## config.mk

```make
export PLATFORM = sky130hd
export DESIGN_NAME = addr_seq_ctrl
export DESIGN_NICKNAME = d
export VERILOG_FILES = /design/src/rtl/addr_seq_ctrl.sv
export SDC_FILE = /design/constraint.sdc
export NUM_CORES = 1
export LEC_CHECK = 0
export BUFFER_PORTS_ARGS = -buffer_cell sky130_fd_sc_hd__buf_2
export CORE_UTILIZATION = 50
export DETAILED_ROUTE_END_ITERATION = 8
export HOLD_SLACK_MARGIN = 0.12
export MAX_ROUTING_LAYER = met4
export PLACE_DENSITY_LB_ADDON = 0.2
export SLEW_MARGIN = 20
export SYNTH_ARGS = -nofsm -noshare
export SYNTH_HDL_FRONTEND = slang
export SYNTH_SLANG_ARGS = --single-unit
```

## constraint.sdc

```tcl
create_clock -name clk -period 3.9 [get_ports clk]
set_input_delay 0.195 -clock clk [delete_from_list [all_inputs] [get_ports clk]]
set_output_delay 0.195 -clock clk [all_outputs]
set_load 0.05 [all_outputs]
```

## src/rtl/addr_seq_ctrl.sv

```systemverilog
// rtl/addr_seq_ctrl.sv - strided 2D address sequencer
// Latches a descriptor, then streams a y_count-by-x_count address grid on a valid/ready port.
module addr_seq_ctrl #(
  parameter int ADDR_W   = 32,
  parameter int STRIDE_W = 16,
  parameter int CNT_W    = 16
) (
  input  logic                clk,
  input  logic                rst_n,
  input  logic                cfg_valid,
  output logic                cfg_ready,
  input  logic [ADDR_W-1:0]   cfg_base,
  input  logic [STRIDE_W-1:0] cfg_x_stride,
  input  logic [STRIDE_W-1:0] cfg_y_stride,
  input  logic [CNT_W-1:0]    cfg_x_count,
  input  logic [CNT_W-1:0]    cfg_y_count,
  input  logic                start,
  input  logic                abort,
  output logic                busy,
  output logic                done,
  output logic                addr_valid,
  input  logic                addr_ready,
  output logic [ADDR_W-1:0]   addr,
  output logic                addr_last
);

  typedef enum logic {IDLE = 1'b0, RUN = 1'b1} state_t;

  state_t              r_state, w_state_nxt;
  logic [ADDR_W-1:0]   r_base, r_addr, r_row_base;
  logic [STRIDE_W-1:0] r_x_stride, r_y_stride;
  logic [CNT_W-1:0]    r_x_count, r_y_count, r_x_idx, r_y_idx;
  logic                r_done, w_done_nxt;

  logic                w_cfg_load, w_hs, w_row_end, w_last;
  logic                w_launch, w_zero_start;
  logic [ADDR_W-1:0]   w_base;
  logic [CNT_W-1:0]    w_x_count, w_y_count;
  logic [ADDR_W-1:0]   w_x_step, w_y_step, w_next_row;

  assign w_cfg_load = cfg_valid & cfg_ready;

  // A descriptor written in the same cycle as start is the one that start uses.
  assign w_base    = w_cfg_load ? cfg_base    : r_base;
  assign w_x_count = w_cfg_load ? cfg_x_count : r_x_count;
  assign w_y_count = w_cfg_load ? cfg_y_count : r_y_count;

  assign w_launch     = (r_state == IDLE) & start & (w_x_count != '0) & (w_y_count != '0);
  assign w_zero_start = (r_state == IDLE) & start & ((w_x_count == '0) | (w_y_count == '0));

  assign w_x_step   = {{(ADDR_W-STRIDE_W){1'b0}}, r_x_stride};
  assign w_y_step   = {{(ADDR_W-STRIDE_W){1'b0}}, r_y_stride};
  assign w_next_row = r_row_base + w_y_step;

  assign w_hs      = addr_valid & addr_ready;
  assign w_row_end = (r_x_idx == r_x_count - CNT_W'(1));
  assign w_last    = w_row_end & (r_y_idx == r_y_count - CNT_W'(1));

  assign cfg_ready  = (r_state == IDLE);
  assign busy       = (r_state == RUN);
  assign addr_valid = (r_state == RUN);
  assign addr_last  = (r_state == RUN) & w_last;
  assign addr       = r_addr;
  assign done       = r_done;

  always_ff @(posedge clk or negedge rst_n) begin
    if (!rst_n) begin
      r_state <= IDLE;
      r_done  <= 1'b0;
    end else begin
      r_state <= w_state_nxt;
      r_done  <= w_done_nxt;
    end
  end

  always_comb begin
    w_state_nxt = r_state;
    w_done_nxt  = 1'b0;
    case (r_state)
      IDLE: begin
        if (w_launch) w_state_nxt = RUN;
        if (w_zero_start) w_done_nxt = 1'b1;
      end
      RUN: begin
        // abort wins over a handshake in the same cycle and suppresses done
        if (abort) begin
          w_state_nxt = IDLE;
        end else if (w_hs & w_last) begin
          w_state_nxt = IDLE;
          w_done_nxt  = 1'b1;
        end
      end
      default: w_state_nxt = IDLE;
    endcase
  end

  always_ff @(posedge clk or negedge rst_n) begin
    if (!rst_n) begin
      r_base     <= '0;
      r_x_stride <= '0;
      r_y_stride <= '0;
      r_x_count  <= '0;
      r_y_count  <= '0;
    end else if (w_cfg_load) begin
      r_base     <= cfg_base;
      r_x_stride <= cfg_x_stride;
      r_y_stride <= cfg_y_stride;
      r_x_count  <= cfg_x_count;
      r_y_count  <= cfg_y_count;
    end
  end

  always_ff @(posedge clk or negedge rst_n) begin
    if (!rst_n) begin
      r_addr     <= '0;
      r_row_base <= '0;
      r_x_idx    <= '0;
      r_y_idx    <= '0;
    end else if (w_launch) begin
      r_addr     <= w_base;
      r_row_base <= w_base;
      r_x_idx    <= '0;
      r_y_idx    <= '0;
    end else if ((r_state == RUN) & ~abort & w_hs) begin
      if (w_row_end) begin
        r_row_base <= w_next_row;
        r_addr     <= w_next_row;
        r_x_idx    <= '0;
        r_y_idx    <= r_y_idx + CNT_W'(1);
      end else begin
        r_addr     <= r_addr + w_x_step;
        r_x_idx    <= r_x_idx + CNT_W'(1);
      end
    end
  end

endmodule

```

Word-level counts from Yosys, hierarchy flattened. Index checks and enable logic that the tools add are counted.

Eq/ne operators: 2. Mux-type cells: 23. Reductions and logical operators: 7. Add/subtract/negate cells: 6. Bitwise logic cells: 14.

Operator list (number): 2-to-1 mux 32 bit (7); 2-to-1 mux 16 bit (8); adder 32 x 16 -> 32 bit (2); adder 16 x 1 -> 16 bit (second input constant) (2); == test 16 bit (2); logical NOT 16 bit (2); nonzero test 16 bit (2); subtractor 16 x 1 -> 16 bit (second input constant) (2); bitwise AND 1 bit (11); 2-to-1 mux 1 bit (6); one-hot mux 1 bit (2 select lines) (2); nonzero test 2 bit (2); inverter 1 bit (2); AND reduction 2 bit (1); OR 1 bit (1).

Input bits: 102. Register bits after elaboration: 194. Logic and storage cells: 63. Output and inout bits: 37.

Depth between registers and ports, before layout. Gate-level depths: netlist of run 1.

Depth in word-level cells: 8. Mapped depth: 13.

Least setup slack after synthesis of run 1. No wires, ideal clock.

Path kind: register to register. From: register r_x_count[0]. To: register r_done (netlist: done). Path slack: 0.174 ns. Cell stages (with the launch flop): 12. Arrival: 3.655 ns. Setup time: 0.071 ns. Period minus slack after synthesis: 3.726 ns. Cell sequence: dfrtp_1 inv_1 ha_1 nor4b_4 nand3_1 or4b_1 nand3_1 nand4_1 clkbuf_1 a2111o_1 nor3_1 a2bb2o_1.

Cells in the longest elaborated chain, start to end: 7. Elaborated cells on any way between the ends: 12.

Ends and longest elaborated chain: start, declared (RTL line 32) `logic [CNT_W-1:0] r_x_count, r_y_count, r_x_idx, r_y_idx;`; start signal, assigned (RTL line 108) `r_x_count <= cfg_x_count;`; subtractor 16 x 1 -> 16 bit (RTL line 56) `assign w_row_end = (r_x_idx == r_x_count - CNT_W'(1));`; == test 16 bit (RTL line 56); bitwise AND 1 bit (RTL line 57) `assign w_last = w_row_end & (r_y_idx == r_y_count - CNT_W'(1));`; bitwise AND 1 bit (RTL line 88) `end else if (w_hs & w_last) begin`; 2-to-1 mux 1 bit (RTL line 88); 2-to-1 mux 1 bit (RTL line 86) `if (abort) begin`; one-hot mux 1 bit (2 select lines) (*) (RTL line 79) `case (r_state)`; named net w_done_nxt (RTL line 33) `logic r_done, w_done_nxt;`; end signal, assigned (RTL line 72) `r_done <= w_done_nxt;`; end, declared (RTL line 33).

Mark *: on every way through the listed nets, which the timed path passes. The rest lies on a longest branch. A chain may end at the register's enable or synchronous reset.

Final worst setup path of run 1.
From: register r_x_count[0]. To: output addr_last.

Cells in the longest elaborated chain, start to end: 4.

Ends and longest elaborated chain: subtractor 16 x 1 -> 16 bit (RTL line 56); == test 16 bit (RTL line 56); bitwise AND 1 bit (RTL line 57); bitwise AND 1 bit (RTL line 62) `assign addr_last = (r_state == RUN) & w_last;`; end, declared (RTL line 24) `output logic addr_last`.

No other way between the ends.

==> results.sh, run 1 <==
export IMPL_status="complete, no violations"
export IMPL_worstMarginPinSlew_ns=0.964
export IMPL_synth_flop_cell="dfrtp_1"
export IMPL_cp_end_kind="primary output"
export IMPL_cts_tree="built"
export IMPL_fp_coreArea_um2=22800
export IMPL_drv_cap=0
export IMPL_synth_fa_ha_area_frac=0.0418
export IMPL_r2r_end="r_row_base[16]"
export IMPL_setup_tns_final_ns=0
export IMPL_drc_errors=0
export IMPL_cp_slowest_stage_delay_ns=0.52
export IMPL_critPathLaunch="r_x_count[0]"
export IMPL_via_per_inst=5.97
export IMPL_worstReg2RegStart="r_x_count[0]"
export IMPL_synth_top_family_by_area="compound AO/OA/AOI/OAI gates"
export IMPL_yosys_area_share_simple=0.167
export IMPL_rsz0062_at_grt="no"
export IMPL_grt_pass1_vias=10400
export IMPL_p_comb_frac=0.491
export IMPL_swShare=0.442
export IMPL_cts_buffers=17
export IMPL_hold_depth=4
export IMPL_die_h_um=155
export IMPL_crit_path_cell_trace="inv_1 > ha_1 > nor4b_4 > nand3_1 > or4b_1 > nand3_1 > nand4_1 > buf_4 > a2111o_1 > nor3_2 > clkbuf_4"
export IMPL_synth_compound_area_frac=0.184
export IMPL_rows=55
export IMPL_p_leak_uw=0.00615
export IMPL_synth_distinct_cells=72
export IMPL_area_delta_synth_final_pct=23.5
export IMPL_clockPowerShare=0.183
export IMPL_synth_xor_area_share=0.0650
export IMPL_worst_r2r_cell_count=11
export IMPL_p_int_uw=5560
export IMPL_antenna_cells=0
export IMPL_first_pass_iters=5
export IMPL_drt_iter0_drc=753
export IMPL_endpoint="addr_last"
export IMPL_grt_overflow=0
export IMPL_min_period_over_period=0.935
export IMPL_die_w_um=155
export IMPL_io_buffers=138
export IMPL_critPathArrivalTime_ns=3.45
export IMPL_syn_inst=1208
export IMPL_finalHoldViolCount=0
export IMPL_htreeDepth=4
export IMPL_io_pins=139
export IMPL_syn_area_per_cell_um2=9.70
export IMPL_required_ns=3.70
export IMPL_cpMostUsedCell="nand3_1"
export IMPL_clock_skew_ns=0.0143
export IMPL_synth_area_um2=11700
export IMPL_synth_top_area_cell="dfrtp_1"
export IMPL_pwr_density_cell_nw_per_um2=688
export IMPL_final_fill_count=1917
export IMPL_fin_ws_ns=0.253
export IMPL_initial_core_util=0.513
export IMPL_clockRootBuffer="clkbuf_16"
export IMPL_grt_max_degree=96
export IMPL_antenna_found_initial=0
export IMPL_synth_seq_cells=194
export IMPL_clk_pin_slew_worst_paths_ns=0.08
export IMPL_ys_warn_count=0
export IMPL_seq_power_share=0.326
export IMPL_path_max_fanout=11
export IMPL_fmax_mhz=274
export IMPL_cts_sinks=194
export IMPL_critPathLaunchType="register"
export IMPL_dieArea_um2=24100
export IMPL_max_slew_margin=0.358
export IMPL_synth_area_leaders="dfrtp_1, mux2_2, xnor2_1, ha_1, a21oi_1"
export IMPL_routed_wl_um=32300
export IMPL_clk_latency_ns=0.44
export IMPL_synth_top_area_share=0.414
export IMPL_nets=1581
export IMPL_yosysSeqAreaShare=0.414
export IMPL_p_sw_uw=4410
export IMPL_vias=10500
export IMPL_synth_mux_area_frac=0.0957
export IMPL_path_class="register to primary output"
export IMPL_hold_class="input pin to register"
export IMPL_drive_above_1_share=0.220
export IMPL_maxSlewViolCount=0
export IMPL_syn_num_nets=1348
export IMPL_crit_slowest_cell="or4b_1"
export IMPL_cts_buffer_depth=2
export IMPL_wl_per_cell_um=18.3
export IMPL_dpl_hpwl_um=22500
export IMPL_setup_violations=0
export IMPL_grt_usage=0.283
export IMPL_grt_first_pass_wirelength_um=52400
export IMPL_ys_async_sr_fraction=1.00
export IMPL_drt_antenna_violating_nets=0
export IMPL_place_gp_congestion=0.893
export IMPL_synth_edf_count=0
export IMPL_rrSetupSlack_ns=0.26
export IMPL_peakVddDrop_mv=0.454
export IMPL_fin_crit_ns=3.65
export IMPL_dp_slack_ns=0.285
Yosys cell counts (13+ instances only):
| library cell | count |
|---|---|
| inv_1 | 35 |
| a21oi_1 | 66 |
| a31oi_1 | 13 |
| and3_1 | 26 |
| nor3_1 | 26 |
| ha_1 | 36 |
| xnor2_1 | 54 |
| nand2b_1 | 14 |
| o31ai_1 | 14 |
| xor2_1 | 33 |
| nand3_1 | 37 |
| a21o_1 | 28 |
| nor2_1 | 76 |
| nor4_1 | 27 |
| clkbuf_1 | 44 |
| nand2_1 | 88 |
| mux2_2 | 89 |
| a211oi_1 | 17 |
| nand4_1 | 20 |
| dfrtp_1 | 194 |
| o21ai_0 | 59 |
worst min path at each step:
stage               startpoint           to  slack (ns)
global route        addr_ready         done        0.21
CTS                 addr_ready         done        0.16
detailed placement       rst_n  r_y_idx[11]        0.35
finish              addr_ready         done        0.16
global placement         rst_n  r_y_idx[11]        0.34
floorplan                rst_n      addr[0]       -0.10
per-layer routing:
layer  wire length, µm  GRT usage  vias to the layer above
li1                  -          -                     4974
met1             14400      0.355                     5168
met2             15900      0.479                      354
met3              1450     0.0384                       45
met4               585     0.0783                        0
met5                 0          -                        -
metrics by stage:
stage          utilization  hold slack (ns)  cells  power [µW]  area (µm²)
2_1_floorplan            -           -0.101   1208        6780       11700
3_3_place_gp         0.564            0.340   1636        7930       12900
3_5_place_dp         0.564            0.346   1636        8020       12900
4_1_cts              0.633            0.157   1766        9960       14500
5_1_grt              0.634            0.213   1767       10600       14500
6_report             0.634            0.162   1767        9970       14500
cell type report:
type                    count  area [µm²]  share of cell area
multi-input cells         919        6520               0.451
clock inverters            15         170              0.0118
inverters                  35         131             0.00907
clock buffers              17         425              0.0294
repair buffers            274        1980               0.137
well taps                 313         392              0.0271
flip-flops and latches    194        4850               0.335
critical path, delay by kind of cell, from the launching register on:
| kind | cells | cell delay [ns] |
|---|---|---|
| compound gates | 1 | 0.42 |
| fa+ha+maj | 1 | 0.21 |
| buf+inv | 3 | 0.59 |
| flops | 1 | 0.44 |
| simple gates | 6 | 1.36 |
power groups by stage:
stage	Sequential, µW	Combinational, µW	Clock, µW
after floorplan	3640	3150	0
after global placement	3250	4690	0
after detailed placement	3270	4760	0
after CTS	3240	4870	1850
after global routing	3330	5350	1910
final	3250	4900	1820
cell usage in the layout (no fill, tap or decap), types with 13 or more instances in the layout:
| master | instances |
|---|---|
| nand2b_1 | 14 |
| a21oi_1 | 66 |
| nor4_1 | 27 |
| nand4_1 | 20 |
| a31oi_1 | 13 |
| inv_1 | 35 |
| o21ai_0 | 58 |
| o31ai_1 | 13 |
| clkbuf_16 | 17 |
| xnor2_1 | 54 |
| a211oi_1 | 17 |
| buf_2 | 136 |
| nor3_1 | 24 |
| nor2_1 | 76 |
| nand3_1 | 37 |
| mux2_2 | 89 |
| buf_4 | 37 |
| dlygate4sd3_1 | 98 |
| a21o_1 | 28 |
| ha_1 | 36 |
| nand2_1 | 88 |
| and3_1 | 26 |
| xor2_1 | 33 |
| dfrtp_1 | 194 |
logic make-up after synthesis:
family | Yosys count
DFF | 194
and+or+nand+nor | 375
muxes | 101
xor gates and xnor gates | 87
AOI/OAI and AO/OA | 318
adders and majority gates | 38
buffers and inverters | 95
repair_timing:
action / in CTS / in global routing
hold buffers: 98 / 0
resized for setup: 0 / 2
endpoints found under the setup margin: 0 / 1
buffers inserted: 0 / 1
endpoints found under the hold margin: 189 / 0
Note: power is estimated with default switching activity, not from simulation.
==> run 2: changes to the inputs <==
- SKIP_LAST_GASP: default -> 1
- clock period: 3.9 -> 4.2 ns (I/O delays scaled with it)
==> run 2 against run 1 <==
Clock skew is 0.00074 ns lower. Combinational power is 7.8% lower. First-iteration DRC count is 9.7% higher. Power is 7.9% lower. Critical endpoint unchanged. Largest cell class unchanged. Largest power group unchanged. Highest routed layer unchanged.
==> results.sh, run 2 (same netlist as run 1, synthesis figures left out) <==
export IMPL_status="complete, no violations"
export IMPL_antenna_cells=0
export IMPL_final_fill_count=1911
export IMPL_first_pass_iters=5
export IMPL_crit_slowest_cell="nor4b_1"
export IMPL_clk_latency_ns=0.44
export IMPL_multiInputGateArea_um2=6520
export IMPL_antenna_found_initial=0
export IMPL_hold_class="input pin to register"
export IMPL_p_int_uw=5100
export IMPL_setup_tns_final_ns=0
export IMPL_nets=1571
export IMPL_path_max_fanout=7
export IMPL_peakVddDrop_mv=0.514
export IMPL_finalHoldViolCount=0
export IMPL_clockRootBuffer="clkbuf_16"
export IMPL_drt_antenna_violating_nets=0
export IMPL_place_gp_congestion=0.925
export IMPL_crit_path_cell_trace="inv_1 > ha_1 > nor4b_1 > and2_0 > nand3_1 > xnor2_1 > nor4_1 > o2111ai_1 > nor3_1 > buf_2"
export IMPL_grt_first_pass_wirelength_um=51300
export IMPL_drv_cap=0
export IMPL_seq_power_share=0.327
export IMPL_drt_iter0_drc=826
export IMPL_io_pins=139
export IMPL_cts_sinks=194
export IMPL_p_sw_uw=4080
export IMPL_grt_busiest_layer="met2"
export IMPL_grt_use_met1=0.357
export IMPL_worstMarginPinSlew_ns=0.782
export IMPL_fp_coreArea_um2=22800
export IMPL_p_comb_frac=0.492
export IMPL_final_common_cell="dfrtp_1"
export IMPL_ctsResizeCount=0
export IMPL_dieArea_um2=24100
export IMPL_clockPowerShare=0.181
export IMPL_min_period_over_period=0.918
export IMPL_cts_buffers=17
export IMPL_grt_usage=0.279
export IMPL_wl_per_cell_um=17.9
export IMPL_grt_pass1_vias=10100
export IMPL_drive_above_1_share=0.214
export IMPL_routed_wl_um=31500
export IMPL_rsz0062_at_grt="no"
export IMPL_grt_use_met3=0.0376
export IMPL_vias=10400
export IMPL_required_ns=3.99
export IMPL_initial_core_util=0.513
export IMPL_drc_errors=0
export IMPL_io_buffers=138
export IMPL_via_per_inst=5.90
export IMPL_cp_slowest_stage_delay_ns=0.49
export IMPL_layout_area_seq_um2=4850
export IMPL_area_delta_synth_final_pct=22.8
export IMPL_stdcell_area_um2=14400
export IMPL_clock_skew_ns=0.0136
export IMPL_cts_tree="built"
export IMPL_fmax_mhz=259
export IMPL_setup_violations=0
export IMPL_max_slew_margin=0.479
export IMPL_dpl_cell_area_um2=12800
export IMPL_maxSlewViolCount=0
export IMPL_clk_pin_slew_worst_paths_ns=0.07
export IMPL_rows=55
export IMPL_die_w_um=155
export IMPL_path_class="register to primary output"
export IMPL_layout_common_cells="dfrtp_1, buf_2, dlygate4sd3_1"
export IMPL_dpl_hpwl_um=21700
export IMPL_grt_overflow=0
export IMPL_pwr_density_cell_nw_per_um2=638
export IMPL_p_leak_uw=0.00611
export IMPL_cts_buffer_depth=2
export IMPL_htreeDepth=4
export IMPL_critPathArrivalTime_ns=3.65
export IMPL_die_h_um=155
export IMPL_grt_util_met2=0.448
export IMPL_swShare=0.445
export IMPL_fin_crit_ns=3.86
export IMPL_cp_end_kind="primary output"
export IMPL_grt_max_degree=91
export IMPL_critPathLaunchType="register"
[run 2: cell types whose count changed in the layout (fill, tap and decap cells not counted), sizes merged]
cell / change
clkinvlp: -2
clkbuf: -1
bufinv: -1
buf: -9
inv: +2
clkinv: +1
[run 2: what timing repair did]
item,in CTS,in global routing
buffers inserted,0,0
hold endpoints to repair,186,0
hold buffers,98,0
[run 2: cell type report]
cell class / instances / share of cell area
multi-input cells: 919 / 0.453
flip-flops and latches: 194 / 0.337
repair buffers: 264 / 0.132
clock buffers: 17 / 0.0296
well taps: 313 / 0.0272
clock inverters: 15 / 0.0116
inverters: 35 / 0.00913
[run 2: per-layer routing]
metal / vias up / part of all wire / wire length [µm]
met5: - / 0 / 0
met4: 0 / 0.031 / 966
met3: 61 / 0.042 / 1340
met2: 305 / 0.47 / 14900
met1: 5045 / 0.46 / 14300
li1: 4961 / - / -
[run 2: final timing paths]
check / slack (ns) / to / start / depth (start not counted)
max: 0.34 / addr_last / r_y_count[0] / 10
min: 0.21 / done / addr_ready / 4
max reg2reg: 0.57 / r_row_base[16] / r_x_count[0] / 11
min reg2reg: 0.49 / r_base[28] / r_base[28] / 1
max in group asynchronous: 2.87 / r_x_idx[7] / rst_n / 3
min in group asynchronous: 0.39 / r_y_count[11] / rst_n / 2
[run 2: worst max-delay path, delay by kind of cell, from the launching register on]
| kind | cells | cell delay, ns |
|---|---|---|
| simple gates | 5 | 1.70 |
| fa+ha+maj | 1 | 0.23 |
| compound gates | 1 | 0.27 |
| flops | 1 | 0.42 |
| buf+inv | 2 | 0.42 |
| xor+xnor | 1 | 0.17 |
[run 2: stage by stage]
step	power, µW	worst slack, ns	hold slack (ns)	cells	util
after floorplan	6300	0.474	-0.0856	1208	-
after global placement	7360	0.635	0.333	1627	0.561
after detailed placement	7420	0.596	0.333	1627	0.561
after CTS	9190	0.329	0.200	1757	0.630
after global routing	9810	0.0875	0.242	1757	0.630
final	9180	0.343	0.210	1757	0.630
[run 2: power groups by stage]
| stage | Clock, µW | Sequential [µW] | Combinational, µW |
|---|---|---|---|
| finish | 1660 | 3000 | 4520 |
| global route | 1770 | 3090 | 4950 |
| CTS | 1700 | 3000 | 4500 |
| detailed placement | 0 | 3030 | 4390 |
| global placement | 0 | 3020 | 4340 |
| floorplan | 0 | 3380 | 2920 |
